$ cat src/rtl/types.sv
// Shared NoC types: flit layout, error signals, and the flit checksum.
package types;

  localparam int FLIT_WIDTH = 128;
  localparam int FLIT_BYTES = FLIT_WIDTH / 8;

  typedef logic [$clog2(FLIT_BYTES)-1:0] flit_byte_idx_t;
  typedef logic [7:0]                    node_id_t;
  typedef logic [15:0]                   checksum_t;

  localparam node_id_t BROADCAST_NODE_ID = 8'hFF;

  typedef enum logic [7:0] {
    NOPE   = 8'h00,
    HEAD   = 8'h01,
    BODY   = 8'h02,
    TAIL   = 8'h03,
    SINGLE = 8'h04
  } flittype_t;

  // Header occupies bytes 0..5 of the wire order; dst_id is byte 5.
  typedef struct packed {
    logic [7:0] vc_id;
    flittype_t  flittype;
    logic [7:0] seq;
    node_id_t   src_id;
    logic [7:0] rsvd;
    node_id_t   dst_id;
  } header_t;

  typedef struct packed {
    header_t    header;
    logic [63:0] payload;
    checksum_t  checksum;
  } flit_t;

  typedef enum logic [31:0] {
    NO_ERROR            = 32'h0,
    RX_BUFFER_OVERFLOW  = 32'h1,
    TX_NOT_REACHABLE    = 32'h2,
    GENERAL_FATAL_ERROR = 32'h3
  } signal_t;

  typedef enum logic {COLLECT, CHECK} rx_state_t;

  // One's complement of the 16-bit sum of words w6..w0 (flit[127:16]).
  function automatic checksum_t calc_checksum(input flit_t f);
    checksum_t s;
    s = '0;
    for (int i = 0; i < 7; i++) s = s + f[31+16*i -: 16];
    return ~s;
  endfunction

  function automatic logic [15:0] sat_inc(input logic [15:0] v);
    return (v == 16'hFFFF) ? v : v + 16'd1;
  endfunction

endpackage

$ cat src/rtl/flit_checksum_check.sv
// Combinational flit checksum compare; generation side lives in calc_checksum.
module flit_checksum_check
  import types::*;
(
  input  flit_t flit,
  output logic  ok
);
  assign ok = (calc_checksum(flit) == flit.checksum);
endmodule

$ cat src/rtl/flit_rx_assembler.sv
// UART byte stream -> 128-bit flit, with checksum/dst filtering and overflow reporting.
// Define FLIT_RX_ERR_CNT_EN to add saturating crc/drop/timeout counters.
module flit_rx_assembler
  import types::*;
#(
  parameter int unsigned TIMEOUT_CYCLES = 34720,
  parameter node_id_t    BROADCAST_ID   = BROADCAST_NODE_ID
) (
  input  logic       clk,
  input  logic       rst,
  input  logic       byte_valid,
  input  logic [7:0] byte_data,
  input  node_id_t   my_id,
  output flit_t      flit_out,
  output logic       flit_valid,
  input  logic       flit_ready,
  output signal_t    error,
  output logic       busy
`ifdef FLIT_RX_ERR_CNT_EN
  ,
  output logic [15:0] crc_err_cnt,
  output logic [15:0] drop_cnt,
  output logic [15:0] timeout_cnt
`endif
);

  localparam int TW = $clog2(TIMEOUT_CYCLES);

  rx_state_t             state;
  flit_byte_idx_t        cnt;
  logic [TW-1:0]         to_cnt;
  logic [FLIT_WIDTH-1:0] asm_q;
  flit_t                 chk_q;
  logic                  crc_ok, accept, expire, last_byte;

  flit_checksum_check u_chk (.flit(chk_q), .ok(crc_ok));

  assign last_byte = byte_valid && (cnt == flit_byte_idx_t'(FLIT_BYTES-1));
  // A byte arriving on the expiry cycle wins over the timeout.
  assign expire    = (cnt != '0) && !byte_valid && (to_cnt == TW'(TIMEOUT_CYCLES-1));
  assign accept    = crc_ok && (chk_q.header.flittype != NOPE) &&
                     ((chk_q.header.dst_id == my_id) || (chk_q.header.dst_id == BROADCAST_ID));
  assign busy      = (cnt != '0);

  always_ff @(posedge clk or posedge rst) begin
    if (rst) begin
      state      <= COLLECT;
      cnt        <= '0;
      to_cnt     <= '0;
      asm_q      <= '0;
      chk_q      <= '0;
      flit_out   <= '0;
      flit_valid <= 1'b0;
      error      <= NO_ERROR;
    end else begin
      error <= NO_ERROR;
      if (flit_valid && flit_ready) flit_valid <= 1'b0;

      if (state == CHECK) begin
        state <= COLLECT;
        if (accept) begin
          if (!flit_valid || flit_ready) begin
            flit_out   <= chk_q;
            flit_valid <= 1'b1;
          end else begin
            error <= RX_BUFFER_OVERFLOW;
          end
        end
      end

      if (byte_valid) begin
        asm_q  <= {asm_q[FLIT_WIDTH-9:0], byte_data};
        cnt    <= cnt + 1'b1;
        to_cnt <= '0;
        // Snapshot into the check register so the next flit can start immediately.
        if (last_byte) begin
          chk_q <= {asm_q[FLIT_WIDTH-9:0], byte_data};
          state <= CHECK;
        end
      end else if (expire) begin
        cnt    <= '0;
        to_cnt <= '0;
      end else if (cnt != '0) begin
        to_cnt <= to_cnt + 1'b1;
      end else begin
        to_cnt <= '0;
      end
    end
  end

`ifdef FLIT_RX_ERR_CNT_EN
  always_ff @(posedge clk or posedge rst) begin
    if (rst) begin
      crc_err_cnt <= '0;
      drop_cnt    <= '0;
      timeout_cnt <= '0;
    end else begin
      if (state == CHECK && !crc_ok) crc_err_cnt <= sat_inc(crc_err_cnt);
      if (state == CHECK && accept && flit_valid && !flit_ready) drop_cnt <= sat_inc(drop_cnt);
      if (expire) timeout_cnt <= sat_inc(timeout_cnt);
    end
  end
`endif

endmodule

$ cat config.mk
export PLATFORM = sky130hd
export DESIGN_NAME = flit_rx_assembler
export DESIGN_NICKNAME = d
export VERILOG_FILES = /design/src/rtl/types.sv /design/src/rtl/flit_checksum_check.sv /design/src/rtl/flit_rx_assembler.sv
export SDC_FILE = /design/constraint.sdc
export NUM_CORES = 1
export LEC_CHECK = 0
export CAP_MARGIN = 20
export CORE_UTILIZATION = 35
export DETAILED_ROUTE_END_ITERATION = 8
export DONT_BUFFER_PORTS = 1
export GPL_TIMING_DRIVEN = 0
export PLACE_DENSITY = 0.52
export SETUP_SLACK_MARGIN = 0.3
export SYNTH_ARGS = -nofsm -noshare
export SYNTH_HDL_FRONTEND = slang
export SYNTH_SLANG_ARGS = --single-unit
$ cat constraint.sdc
create_clock -name clk -period 24.4 [get_ports clk]
set_input_delay 4.88 -clock clk [delete_from_list [all_inputs] [get_ports clk]]
set_output_delay 4.88 -clock clk [all_outputs]
set_load 0.02 [all_outputs]
==> results.json <==
{
  "outcome": "finished, final reports clean",
  "drive_above_1_share": 0.230,
  "io_pins": 182,
  "cts-hold-fix-buffers": 0,
  "tns_ns": 0,
  "cts_max_path_buffers": 3,
  "cp_slowest_cell": "clkbuf_1",
  "vdd_drop_max_v": 0.000117,
  "synth_top_area_share": 0.536,
  "seq_area_frac_synth": 0.536,
  "synth_ff_type": "dfrtp_1",
  "area_delta_synth_final_pct": 14.2,
  "core_um2": 52600,
  "min_period_over_period": 0.282,
  "post_cts.repair.setup_buffers": 0,
  "cell_internal_pwr_mw": 1.90,
  "syn_avg_cell_area_um2": 12.3,
  "grt_use_total": 0.181,
  "crit_buf_inv": 3,
  "grt_setup_unrepaired": "false",
  "pwr-share-clk": 0.222,
  "clk_latency_ns": 0.59,
  "p_comb_frac": 0.456,
  "p_leak_nw": 10.8,
  "maxSlewHeadroom": 0.387,
  "postCtsResizedCells": 0,
  "gp_congestion": 0.852,
  "nFillCells": 4995,
  "reg2reg_depth": 19,
  "syn_area_um2": 18600,
  "crit_end": "chk_q[47]$_DFFE_PP0P_",
  "seq_power_share": 0.321,
  "grt_pass1_wl_um": 72600,
  "fmax_ghz": 0.145,
  "setup_viol": 0,
  "crit_cells": 6,
  "synth_largest_area_cell": "dfrtp_1",
  "path_max_fanout": 10,
  "grt_max_degree": 131,
  "hold-path-cell-count": 2,
  "rr_startpoint": "chk_q[30]$_DFFE_PP0P_",
  "die_h_um": 233,
  "critPathLaunch": "byte_valid",
  "synth_edf_count": 0,
  "seqCellArea_um2": 9980,
  "routed_via_density": 4.69,
  "fin_nets": 1713,
  "netSwitchingPower_mw": 1.33,
  "num_rows": 84,
  "cts_num_sinks": 399,
  "async_flop_share": 1.00,
  "hp-class": "register to register",
  "first_global_vias": 11323,
  "initialDrtViolationCount": 814,
  "die_area_um2": 54100,
  "worstPathCellList": "nand4_1 > inv_2 > clkbuf_1 > clkbuf_1 > nand2_1 > nand2_1",
  "yosysMostFrequentCell": "dfrtp_1",
  "synthTopCellsByCount": "dfrtp_1, nand2_1, mux2_2",
  "overflow": 0,
  "worstSetupPathType": "primary input to register",
  "clock_skew_ns": 0.0274,
  "clkTransAtPathRegs_ns": 0.06,
  "required_ns": 24.91,
  "slew_viol_final": 0,
  "avgRoutedWirePerCell_um": 20.5,
  "worstPathArrival_ns": 7.40,
  "post-dp-hpwl_um": 35300,
  "min_period_ns": 6.88,
  "multi_input_area_um2": 7830,
  "r2r_end": "flit_out[15]$_DFFE_PP0P_",
  "numCtsBuffers": 46,
  "cpLargestDelayFamily": "buffers and inverters",
  "synth-seq-cells": 399,
  "hold_violations": 0,
  "end_kind": "register",
  "cpPeakStageDelay_ns": 0.73,
  "rrSetupSlack_ns": 18.54,
  "initial_core_util": 0.354,
  "root_buffer": "clkbuf_16",
  "io_buffers": 0,
  "antenna_found_initial": 0,
  "worst_slew_pin_slew_ns": 0.920,
  "wl_um": 47500,
  "cellPowerDensity_nw_per_um2": 152,
  "hold_slack_ns": 0.466,
  "ys.warnings.count": 0,
  "antenna_cells": 0,
  "route.detailed.drc": 0,
  "maxCapViolCount": 0,
  "synth_cell_types": 52,
  "cts_tree": "yes",
  "postRouteAntennaNets": 0,
  "startpoint_type": "primary input",
  "vias": 10881,
  "total_power_mw": 3.23,
  "die_w_um": 233,
  "ys_top_cells_by_area": "dfrtp_1, mux2_4, nand2_1",
  "p_sw_frac": 0.412,
  "cts.htree.levels": 2,
  "drt-pass1-iter-count": 5,
  "synthCells": 1520
}
power by group through the flow:
stage / clock network [mW] / logic (mW) / registers, mW
after floorplan: 0 / 1.16 / 0.937
after global placement: 0 / 1.46 / 1.05
after detailed placement: 0 / 1.49 / 1.05
after CTS: 0.739 / 1.50 / 1.04
after global routing: 0.765 / 1.70 / 1.06
final: 0.718 / 1.47 / 1.04
metal layers:
metal / vias to the layer above / part of all wire / track usage
met5: - / 0 / 0
met4: 0 / 0.031 / 0.0615
met3: 72 / 0.043 / 0.0325
met2: 204 / 0.46 / 0.281
met1: 5558 / 0.47 / 0.254
li1: 5047 / - / -
layout make-up:
type	count	share of cell area
buffer	89	0.0257
clock buffer	66	0.0634
tap	688	0.0405
multi-input combinational	962	0.368
clock inverter	15	0.0109
sequential	399	0.470
timing repair buffer	3	0.00388
inverter	100	0.0180
worst register-to-register path, delay by kind of cell, from the launching register on:
family                   cells  cell delay, ns
adder cells (fa/ha/maj)      5            2.52
flip-flops                   1            0.46
XOR/XNOR                     1            0.20
multiplexers                 1            0.31
buffers and inverters        6            0.76
AND/OR/NAND/NOR              6            1.48
cell families after synthesis:
family / share of synthesized area
buffers and inverters: 0.0495
other: 0.000201
xor gates and xnor gates: 0.0249
adders and majority gates: 0.0908
muxes: 0.175
DFF: 0.536
and+or+nand+nor: 0.106
AOI/OAI and AO/OA: 0.0174
per-stage QoR:
step,cells,setup WS (ns),instance area (um2),util
final,2322,17.52,21300,0.405
after global routing,2322,17.38,21300,0.405
after CTS,2322,17.58,21300,0.405
after detailed placement,2241,16.98,19700,0.375
after global placement,2238,3.95,19600,0.373
after floorplan,1550,8.42,18700,-
sequential cells by signal, indices dropped and copies added, names as in the netlist:
name / cells
asm_q: 120
flit_valid: 1
chk_q: 128
cnt: 4
state: 1
to_cnt: 16
flit_out: 128
error: 1
cells in the final DEF, fill, tap and decap left out, drive strengths merged, types with 2 or more instances in the layout:
cell and n:
a211oi 2, a21o 6, a21oi 14, a22o 2
and3 8, buf 50, bufinv 5, clkbuf 108
clkinv 7, clkinvlp 2, conb 31, dfrtp 399
fa 72, ha 20, inv 101, mux2 249
nand2 396, nand3 17, nand4 9, nor2 28
nor2b 3, nor3 10, nor4 7, o21a 2
o21ai 11, or3 3, xnor2 23, xor2 29
how the worst min path moves through the flow:
| stage | start | to |
|---|---|---|
| finish | asm_q[115]$_DFFE_PP0P_ | chk_q[123]$_DFFE_PP0P_ |
| global route | asm_q[113]$_DFFE_PP0P_ | chk_q[121]$_DFFE_PP0P_ |
| detailed placement | asm_q[115]$_DFFE_PP0P_ | chk_q[123]$_DFFE_PP0P_ |
| floorplan | asm_q[112]$_DFFE_PP0P_ | chk_q[120]$_DFFE_PP0P_ |
| global placement | asm_q[114]$_DFFE_PP0P_ | chk_q[122]$_DFFE_PP0P_ |
| CTS | asm_q[115]$_DFFE_PP0P_ | chk_q[123]$_DFFE_PP0P_ |
No activity file was read; power rests on OpenSTA's default activity.
